[config.mk]
export PLATFORM = sky130hd
export DESIGN_NAME = muldiv_unit
export DESIGN_NICKNAME = d
export VERILOG_FILES = /design/src/rtl/muldiv_unit.sv
export SDC_FILE = /design/constraint.sdc
export NUM_CORES = 1
export LEC_CHECK = 0
export CORE_MARGIN = 4
export CORE_UTILIZATION = 55
export DETAILED_ROUTE_END_ITERATION = 8
export PLACE_DENSITY_LB_ADDON = 0.1
export SLEW_MARGIN = 10
export SYNTH_ARGS = -nofsm -noshare
export SYNTH_HDL_FRONTEND = slang
export SYNTH_SLANG_ARGS = --single-unit
[constraint.sdc]
create_clock -name clk -period 5.3 [get_ports clk]
set_input_delay 1.06 -clock clk [delete_from_list [all_inputs] [get_ports clk]]
set_output_delay 1.06 -clock clk [all_outputs]
set_load 0.05 [all_outputs]
[src/rtl/muldiv_unit.sv]
// -----------------------------------------------------------------------------
// muldiv_unit
//
// Multi-cycle RV32M multiply/divide execution unit that sits beside the ALU in
// the execute stage. One M-extension instruction is accepted at a time. The
// unit holds the upstream pipeline with `stall` while it works and then pulses
// `done` for one cycle with the result.
//
// Multiplies use shift-add over a 2*WIDTH accumulator. Divides use restoring
// division. Both work on operand magnitudes, and the sign is applied in FIX.
// Divide-by-zero, signed overflow and multiply-by-zero are resolved when the
// op is accepted and go straight to DONE.
//
// Optional build macro: MULDIV_FAST_MUL_EN
//   When defined, multiplies take a single-cycle combinational product
//   (IDLE -> FIX -> DONE). Divides still iterate through CALC.
//
// Parameters:
//   WIDTH   operand/result width (even, >= 8)
//   UNROLL  bits retired per CALC cycle (1, 2 or 4; must divide WIDTH)
//
// Ports:
//   clk, rst_n          clock (rising edge), asynchronous active-low reset
//   in_valid            execute stage presents an instruction this cycle
//   ALUOp/Funct7/Funct3 decode fields; M op = ALUOp 2'b10 with Funct7 7'b0000001
//   flush               aborts any operation in progress
//   op_a, op_b          rs1 / rs2 values
//   stall               hold upstream pipeline
//   busy                unit not idle
//   done                one-cycle result-valid pulse
//   result              last result, held until the next accepted op completes
// -----------------------------------------------------------------------------
module muldiv_unit #(
  parameter int WIDTH  = 32,
  parameter int UNROLL = 1
) (
  input  logic             clk,
  input  logic             rst_n,
  input  logic             in_valid,
  input  logic [1:0]       ALUOp,
  input  logic [6:0]       Funct7,
  input  logic [2:0]       Funct3,
  input  logic             flush,
  input  logic [WIDTH-1:0] op_a,
  input  logic [WIDTH-1:0] op_b,
  output logic             stall,
  output logic             busy,
  output logic             done,
  output logic [WIDTH-1:0] result
);

  localparam int STEPS = WIDTH / UNROLL;
  localparam int CNT_W = $clog2(STEPS + 1);

  localparam logic [WIDTH-1:0] ALL_ONES = {WIDTH{1'b1}};
  localparam logic [WIDTH-1:0] MOST_NEG = {1'b1, {(WIDTH-1){1'b0}}};
  localparam logic [CNT_W-1:0] CNT_INIT = CNT_W'(STEPS);
  localparam logic [CNT_W-1:0] CNT_ONE  = CNT_W'(1);

  localparam logic [2:0] OP_MUL    = 3'b000;
  localparam logic [2:0] OP_MULH   = 3'b001;
  localparam logic [2:0] OP_MULHSU = 3'b010;
  localparam logic [2:0] OP_MULHU  = 3'b011;
  localparam logic [2:0] OP_DIV    = 3'b100;
  localparam logic [2:0] OP_DIVU   = 3'b101;
  localparam logic [2:0] OP_REM    = 3'b110;
  localparam logic [2:0] OP_REMU   = 3'b111;

  typedef enum logic [1:0] {
    S_IDLE = 2'd0,
    S_CALC = 2'd1,
    S_FIX  = 2'd2,
    S_DONE = 2'd3
  } state_t;

  state_t                 state_q, state_d;
  logic [CNT_W-1:0]       cnt_q, cnt_d;
  logic [2:0]             op_q, op_d;
  logic                   sa_q, sa_d;
  logic                   sb_q, sb_d;
  logic [WIDTH-1:0]       mag_a_q, mag_a_d;
  logic [WIDTH-1:0]       mag_b_q, mag_b_d;
  logic [2*WIDTH-1:0]     acc_q, acc_d;
  logic [WIDTH-1:0]       result_q, result_d;

  logic                   is_m_s;
  logic                   accept_s;
  logic                   in_sa_s;
  logic                   in_sb_s;
  logic [WIDTH-1:0]       in_mag_a_s;
  logic [WIDTH-1:0]       in_mag_b_s;
  logic                   div_zero_s;
  logic                   ovf_s;
  logic                   mul_zero_s;
  logic                   special_s;
  logic [WIDTH-1:0]       special_res_s;

  logic [2*WIDTH-1:0]     step_acc_s;
  logic [WIDTH:0]         div_rem_s;
  logic [WIDTH-1:0]       div_quo_s;
  logic [WIDTH:0]         mul_sum_s;

  logic [2*WIDTH-1:0]     prod_s;
  logic [2*WIDTH-1:0]     prod_fix_s;
  logic                   neg_s;
  logic [WIDTH-1:0]       quo_s;
  logic [WIDTH-1:0]       rem_s;
  logic [WIDTH-1:0]       fix_res_s;

  // Decode the instruction, then form operand signs, magnitudes and special cases.
  always_comb begin
    is_m_s   = (ALUOp == 2'b10) && (Funct7 == 7'b0000001);
    accept_s = in_valid && is_m_s && (state_q == S_IDLE) && !flush;

    // MUL keeps unsigned magnitudes, because its low word does not depend on sign.
    case (Funct3)
      OP_MULH, OP_DIV, OP_REM: begin
        in_sa_s = op_a[WIDTH-1];
        in_sb_s = op_b[WIDTH-1];
      end
      OP_MULHSU: begin
        in_sa_s = op_a[WIDTH-1];
        in_sb_s = 1'b0;
      end
      default: begin
        in_sa_s = 1'b0;
        in_sb_s = 1'b0;
      end
    endcase

    in_mag_a_s = in_sa_s ? -op_a : op_a;
    in_mag_b_s = in_sb_s ? -op_b : op_b;

    div_zero_s = Funct3[2] && (op_b == {WIDTH{1'b0}});
    ovf_s      = ((Funct3 == OP_DIV) || (Funct3 == OP_REM)) &&
                 (op_a == MOST_NEG) && (op_b == ALL_ONES);
    mul_zero_s = !Funct3[2] && ((op_a == {WIDTH{1'b0}}) || (op_b == {WIDTH{1'b0}}));
    special_s  = div_zero_s || ovf_s || mul_zero_s;

    // Funct3[1] separates REM/REMU from DIV/DIVU among the divide ops.
    if (div_zero_s) begin
      special_res_s = Funct3[1] ? op_a : ALL_ONES;
    end else if (ovf_s) begin
      special_res_s = Funct3[1] ? {WIDTH{1'b0}} : op_a;
    end else begin
      special_res_s = {WIDTH{1'b0}};
    end
  end

  // Retire UNROLL bits of the multiply or divide in one CALC cycle.
  always_comb begin
    step_acc_s = acc_q;
    div_rem_s  = {(WIDTH+1){1'b0}};
    div_quo_s  = {WIDTH{1'b0}};
    mul_sum_s  = {(WIDTH+1){1'b0}};
    for (int u = 0; u < UNROLL; u++) begin
      if (op_q[2]) begin
        // Restoring divide: {partial remainder, next dividend bit} vs divisor.
        div_rem_s = step_acc_s[2*WIDTH-1:WIDTH-1];
        div_quo_s = {step_acc_s[WIDTH-2:0], 1'b0};
        if (div_rem_s >= {1'b0, mag_b_q}) begin
          div_rem_s    = div_rem_s - {1'b0, mag_b_q};
          div_quo_s[0] = 1'b1;
        end else begin
          div_quo_s[0] = 1'b0;
        end
        step_acc_s = {div_rem_s[WIDTH-1:0], div_quo_s};
      end else begin
        // Shift-add multiply: the carry out of the add shifts back into the top.
        if (step_acc_s[0]) begin
          mul_sum_s = {1'b0, step_acc_s[2*WIDTH-1:WIDTH]} + {1'b0, mag_a_q};
        end else begin
          mul_sum_s = {1'b0, step_acc_s[2*WIDTH-1:WIDTH]};
        end
        step_acc_s = {mul_sum_s, step_acc_s[WIDTH-1:1]};
      end
    end
  end

  // Apply the result sign and select the word the op returns.
  always_comb begin
`ifdef MULDIV_FAST_MUL_EN
    if (op_q[2]) begin
      prod_s = acc_q;
    end else begin
      prod_s = {{WIDTH{1'b0}}, mag_a_q} * {{WIDTH{1'b0}}, mag_b_q};
    end
`else
    prod_s = acc_q;
`endif
    neg_s      = sa_q ^ sb_q;
    prod_fix_s = neg_s ? -prod_s : prod_s;
    quo_s      = acc_q[WIDTH-1:0];
    rem_s      = acc_q[2*WIDTH-1:WIDTH];
    case (op_q)
      OP_MUL:                       fix_res_s = prod_fix_s[WIDTH-1:0];
      OP_MULH, OP_MULHSU, OP_MULHU: fix_res_s = prod_fix_s[2*WIDTH-1:WIDTH];
      OP_DIV, OP_DIVU:              fix_res_s = neg_s ? -quo_s : quo_s;
      OP_REM, OP_REMU:              fix_res_s = sa_q ? -rem_s : rem_s;
      default:                      fix_res_s = {WIDTH{1'b0}};
    endcase
  end

  // Next-state logic; flush overrides everything, including an accept or CALC->FIX.
  always_comb begin
    state_d  = state_q;
    cnt_d    = cnt_q;
    op_d     = op_q;
    sa_d     = sa_q;
    sb_d     = sb_q;
    mag_a_d  = mag_a_q;
    mag_b_d  = mag_b_q;
    acc_d    = acc_q;
    result_d = result_q;
    if (flush) begin
      state_d = S_IDLE;
      cnt_d   = {CNT_W{1'b0}};
    end else begin
      case (state_q)
        S_IDLE: begin
          if (accept_s) begin
            op_d    = Funct3;
            sa_d    = in_sa_s;
            sb_d    = in_sb_s;
            mag_a_d = in_mag_a_s;
            mag_b_d = in_mag_b_s;
            // A divide shifts the dividend out of the low half.
            // A multiply shifts the multiplier out of the low half.
            acc_d   = Funct3[2] ? {{WIDTH{1'b0}}, in_mag_a_s} : {{WIDTH{1'b0}}, in_mag_b_s};
            if (special_s) begin
              state_d  = S_DONE;
              cnt_d    = {CNT_W{1'b0}};
              result_d = special_res_s;
`ifdef MULDIV_FAST_MUL_EN
            end else if (!Funct3[2]) begin
              state_d = S_FIX;
              cnt_d   = {CNT_W{1'b0}};
`endif
            end else begin
              state_d = S_CALC;
              cnt_d   = CNT_INIT;
            end
          end else begin
            state_d = S_IDLE;
          end
        end
        S_CALC: begin
          acc_d = step_acc_s;
          cnt_d = cnt_q - CNT_ONE;
          if (cnt_q == CNT_ONE) begin
            state_d = S_FIX;
          end else begin
            state_d = S_CALC;
          end
        end
        S_FIX: begin
          result_d = fix_res_s;
          state_d  = S_DONE;
        end
        S_DONE: begin
          state_d = S_IDLE;
        end
        default: begin
          state_d = S_IDLE;
        end
      endcase
    end
  end

  // State and datapath registers.
  always_ff @(posedge clk or negedge rst_n) begin
    if (!rst_n) begin
      state_q  <= S_IDLE;
      cnt_q    <= {CNT_W{1'b0}};
      op_q     <= 3'b000;
      sa_q     <= 1'b0;
      sb_q     <= 1'b0;
      mag_a_q  <= {WIDTH{1'b0}};
      mag_b_q  <= {WIDTH{1'b0}};
      acc_q    <= {(2*WIDTH){1'b0}};
      result_q <= {WIDTH{1'b0}};
    end else begin
      state_q  <= state_d;
      cnt_q    <= cnt_d;
      op_q     <= op_d;
      sa_q     <= sa_d;
      sb_q     <= sb_d;
      mag_a_q  <= mag_a_d;
      mag_b_q  <= mag_b_d;
      acc_q    <= acc_d;
      result_q <= result_d;
    end
  end

  // Stall drops in the DONE cycle, because the instruction retires there.
  assign stall  = accept_s || (state_q == S_CALC) || (state_q == S_FIX);
  assign busy   = (state_q != S_IDLE);
  assign done   = (state_q == S_DONE);
  assign result = result_q;

endmodule

Word-level counts from Yosys, hierarchy flattened
Index checks and enable logic that the tools add are counted.
- muxes and demuxes: 31
- magnitude comparators: 1
- bitwise gates (word level): 2
- add/subtract/negate cells: 8
- reduce and logical (&&, ||, !) cells: 33
- equality and inequality tests: 22
- operators with widths (operator ; number):
    $mux W32 ; 12
    $mux W64 ; 3
    $neg A32 Y32 ; 4
    $pmux W32 S4 ; 1
    $pmux W64 S2 ; 1
    $eq A32 B32 Y1 const B ; 2
    $logic_not A32 Y1 ; 2
    $neg A64 Y64 ; 1
    $pmux W32 S2 ; 1
    $add A32 B32 Y33 ; 1
    $ge A33 B32 Y1 ; 1
    $mux W33 ; 1
    $sub A32 B32 Y32 ; 1
    $eq A3 B3 Y1 const B ; 6
    $mux W6 ; 3
    $pmux W6 S2 ; 1
    $eq A3 B2 Y1 const B ; 3
    $logic_and A1 B1 Y1 ; 8
    $mux W2 ; 4
    $pmux W2 S4 ; 1
    $eq A7 B1 Y1 const B ; 1
    $eq A2 B2 Y1 const B ; 3
    $eq A3 B1 Y1 const B ; 2
    $eq A6 B1 Y1 const B ; 1
    19 further kinds ; 33
- output and inout bits: 35
- input bits: 80
- flip-flop bits (word level): 173
- word-level logic and storage cells: 106

Logic depth before layout (Yosys ltp)
- word-level depth: 10
- mapped depth: 14
- depth with buffers taken out: 13

Worst setup path before layout
No wires, ideal clock.
- path kind: input -> register
- start: input op_b[25]
- end: register result_q[1] (netlist: result[1])
- arrival: 3.664 ns
- setup slack: 1.501 ns
- buffers on the path: 3
- setup time: 0.135 ns
- stages on the path: 11
- required time: 5.165 ns
- path through: or3_1 -> or3_1 -> or4_1 -> o32ai_1 -> a21oi_1 -> or3_1 -> clkbuf_1 -> clkbuf_1 -> clkbuf_1 -> nand2_1 -> o21ai_0
- longest elaborated chain between the ends: 7
- elaborated cells on any way between the ends: 15
- classes of those cells: eq/ne (2); mux (5); reduce/logical (8)
- RTL lines (what ; line ; RTL):
    start, declared ; 45 ; input logic [WIDTH-1:0] op_b,
    $eq A32 B32 Y1 ; 136 ; (op_a == MOST_NEG) && (op_b == ALL_ONES);
    $logic_and A1 B1 Y1 ; 136 ;
    $mux W32 ; 143 ; end else if (ovf_s) begin
    $mux W32 ; 141 ; if (div_zero_s) begin
    $mux W32 ; 230 ; if (special_s) begin
    $mux W32 ; 221 ; if (accept_s) begin
    $pmux W32 S2 ; 219 ; case (state_q)
    end signal, assigned ; 281 ; result_q <= {WIDTH{1'b0}};
    end signal, assigned ; 291 ; result_q <= result_d;
    end, declared ; 84 ; logic [WIDTH-1:0] result_q, result_d;
Parallel ways exist; a longest one is shown, timed or not. The select of a mux whose other input is x is not followed.
A chain may end at the register's enable or synchronous reset.

Worst setup path after layout
- start: input ALUOp[1]
- end: output stall
- longest elaborated chain between the ends: 7
- RTL lines (what ; line ; RTL):
    start, declared ; 40 ; input logic [1:0] ALUOp,
    $eq A2 B2 Y1 ; 112 ; is_m_s = (ALUOp == 2'b10) && (Funct7 == 7'b0000001);
    $logic_and A1 B1 Y1 ; 112 ;
    $logic_and A1 B1 Y1 (3 in series) ; 113 ; accept_s = in_valid && is_m_s && (state_q == S_IDLE) && !flush;
    $logic_or A1 B1 Y1 (2 in series) ; 296 ; assign stall = accept_s || (state_q == S_CALC) || (state_q == S_FIX);
    end, declared ; 46 ; output logic stall,
Every way passes these cells.

==> results.ini <==
[yosys]
syn-instance-count = 2098
netlist_area_um2 = 16100
syn-num-nets = 2251
synth_top_area_cell = dfrtp_1
synth_top_area_share = 0.268
yosysWarnings = 0
synth_edf_count = 0
synthFlopType = dfrtp_1
synth.avg_cell_area_um2 = 7.69
synth-seq-cells = 173
synth_cell_types = 75
async_reset_ff_frac = 1.00
yosys-top-cells-area = dfrtp_1, o21ai_0, xor2_1, ha_1, mux2i_1
seq_area_frac_synth = 0.268

[clock_tree]
cts_setup_buffers = 0
clockRootBuffer = clkbuf_16
hold_buffers = 0
clock_latency_ps = 450
clock_path_buffers = 2
cts_tree = built
numCtsBuffers = 17
clock_sinks = 173
htreeDepth = 4
clkSlewWorstSetupHoldPaths_ps = 70
cts_resized = 0

[die]
io_pins = 115
initial_utilization = 0.559
die_h_um = 179
die_w_um = 179
die-area_um2 = 32100
core_um2 = 28900
fp-row-count = 62

[worst_setup_path]
cp-end-kind = output pin
critPathMostFrequentCell = clkdlybuf4s50_1
critical_path.top_delay_family = buffers and inverters
crit_slowest_cell = clkdlybuf4s50_1
critPathMaxStageDelay_ps = 840
worstSetupPathType = in2out
worst-path-max-fanout = 8
crit_path_cell_trace = clkdlybuf4s50_1 -> nor4bb_1 -> and3_1 -> nand2b_4 -> nand3_1 -> clkdlybuf4s50_1
critPathLaunchType = input port
cp.depth = 6
cp.arrival_ps = 3430
crit_buf_inv = 2
ff2ff_path_depth = 11
worstPathRequired_ps = 4240

[route]
via_per_inst = 6.56
wl_um = 58600
dr.pass1.iters = 6
drc = 0
drt_iter0_drc = 1705
wl_per_cell_um = 23.4
drtAntennaViolNets = 0
vias = 16500

[cells_and_area]
final_nets = 2264
design_area_um2 = 18100
area_growth_pct = 12.3
drive_gt1_frac = 0.0499

[timing]
finalCritPeriodShare = 0.846
tightest_slew_ps = 1310
slew_viol_final = 0
hold_viol = 0
fmax_mhz = 223
setup_tns_ps = 0
slew_headroom = 0.117
final-setup-viol-count = 0
whs_ps = 484
rsz0062_at_grt = no
period_needed_ps = 4490
fin_worst_skew_ps = 12.7

[placement]
io_buffers = 114
placed_area_um2 = 17500
gp_congestion = 0.996
hpwl_um = 44700

[pwr]
intPower_mw = 2.50
comb_power_share = 0.315
p_leak_nw = 7.92
vdd_drop_max_mv = 0.230
p_seq_frac = 0.367
p_sw_mw = 1.48
p_per_area_nw_per_um2 = 220
swShare = 0.372
p_clk_frac = 0.318

[run_status]
outcome = completed

[global_routing]
grt_max_degree = 126
antenna_found_initial = 1
grtUsageTotal = 0.359
grt-ovfl-total = 0
grt_pass1_vias = 15300
grt_pass1_wl_um = 88600

[worst_hold_path]
hold_depth = 2
worstHoldPathType = reg2reg

[flow_run]
max_cap_viol_count = 0

[kinds of logic (layout without fill, tap and decap cells)]
| family | count (synthesis) | after routing | share of synthesized area |
|---|---|---|---|
| compound gates | 671 | 671 | 0.261 |
| simple gates | 661 | 661 | 0.191 |
| buf+inv | 221 | 247 | 0.0516 |
| xor+xnor | 201 | 201 | 0.109 |
| flops | 173 | 173 | 0.268 |
| mux | 98 | 98 | 0.0616 |
| fa+ha+maj | 73 | 73 | 0.0575 |
| other cells | 0 | 1 | 0 |
[registers in the layout (all words and copies together), names as in the netlist]
| register | count |
|---|---|
| state_q | 2 |
| mag_a_q | 32 |
| acc_q | 64 |
| mag_b_q | 32 |
| sb_q | 1 |
| result | 32 |
| sa_q | 1 |
| cnt_q | 6 |
| op_q | 3 |
[Yosys cell counts (25+ instances only)]
library cell  count
a211oi_1         26
a21o_1           30
a21oi_1         152
a31oi_1          25
clkbuf_1        142
dfrtp_1         173
ha_1             71
inv_1            65
mux2i_1          88
nand2_1         234
nand2b_1         26
nand4_1          25
nor2_1          182
nor3_1           43
o21ai_0         227
o31ai_1          29
or3_1            29
xnor2_1          96
xor2_1          105
[worst register-to-register path, cell delays in order (launching register included)]
cell and delay (ps):
dfrtp_1 590, ha_1 360, a21o_1 210, a211o_1 250, o2111a_1 270, o2111ai_1 340, nand3_1 320, a21oi_4 700
buf_4 310, mux2i_1 240, nor2_1 70, a221o_1 260
[cell usage in the layout, fill, tap and decap left out, types with 18 or more instances in the layout]
master and n:
a211oi_1 26, a21o_1 30, a21oi_1 151, a31oi_1 25, buf_4 31, clkdlybuf4s50_1 112, dfrtp_1 172, ha_1 71
inv_1 65, mux2i_1 88, nand2_1 234, nand2b_1 24, nand3_1 18, nand4_1 25, nor2_1 181, nor2b_1 20
nor3_1 43, o21ai_0 226, o22ai_1 22, o311ai_0 19, o31ai_1 29, or3_1 28, xnor2_1 95, xor2_1 104
[stage by stage]
step	utilization	instances	power (mW)	worst slack [ps]
floorplan	-	2098	2.27	1500
global placement	0.608	2476	2.70	603
detailed placement	0.608	2476	2.71	530
CTS	0.627	2508	3.96	826
global route	0.628	2509	4.15	672
finish	0.628	2509	3.98	814
[area by class of cell]
cell class,count,area (µm²)
Multi-Input combinational cell,1704,11000
Fill cell,2645,10700
Sequential cell,173,4330
Timing Repair Buffer,148,1430
Tap cell,384,480
Clock buffer,18,439
Inverter,67,251
Clock inverter,14,133
Antenna cell,1,2.50
[final timing paths]
| check | start | to | slack [ps] |
|---|---|---|---|
| setup / recovery | ALUOp[1] | stall | 810 |
| hold reg to reg | mag_b_q[8] | mag_b_q[8] | 480 |
| min in group asynchronous | rst_n | mag_b_q[24] | 700 |
| max in group asynchronous | rst_n | result[3] | 3610 |
| setup reg to reg | acc_q[35] | acc_q[39] | 1260 |
| hold / removal | mag_b_q[8] | mag_b_q[8] | 480 |
[per-layer routing]
metal / part of all wire / track usage / vias up
met3: 0.091 / 0.0717 / 169
met1: 0.41 / 0.480 / 7846
met5: 0 / 0 / -
met4: 0.054 / 0.167 / 0
met2: 0.44 / 0.558 / 856
li1: - / - / 7597
[power by group through the flow]
stage	Clock, mW	Combinational (mW)	Sequential [mW]
after floorplan	0	0.838	1.44
after CTS	1.27	1.23	1.46
after detailed placement	0	1.22	1.48
final	1.27	1.25	1.46
after global placement	0	1.22	1.48
after global routing	1.33	1.35	1.47
Power figures use the tool's default switching activity.
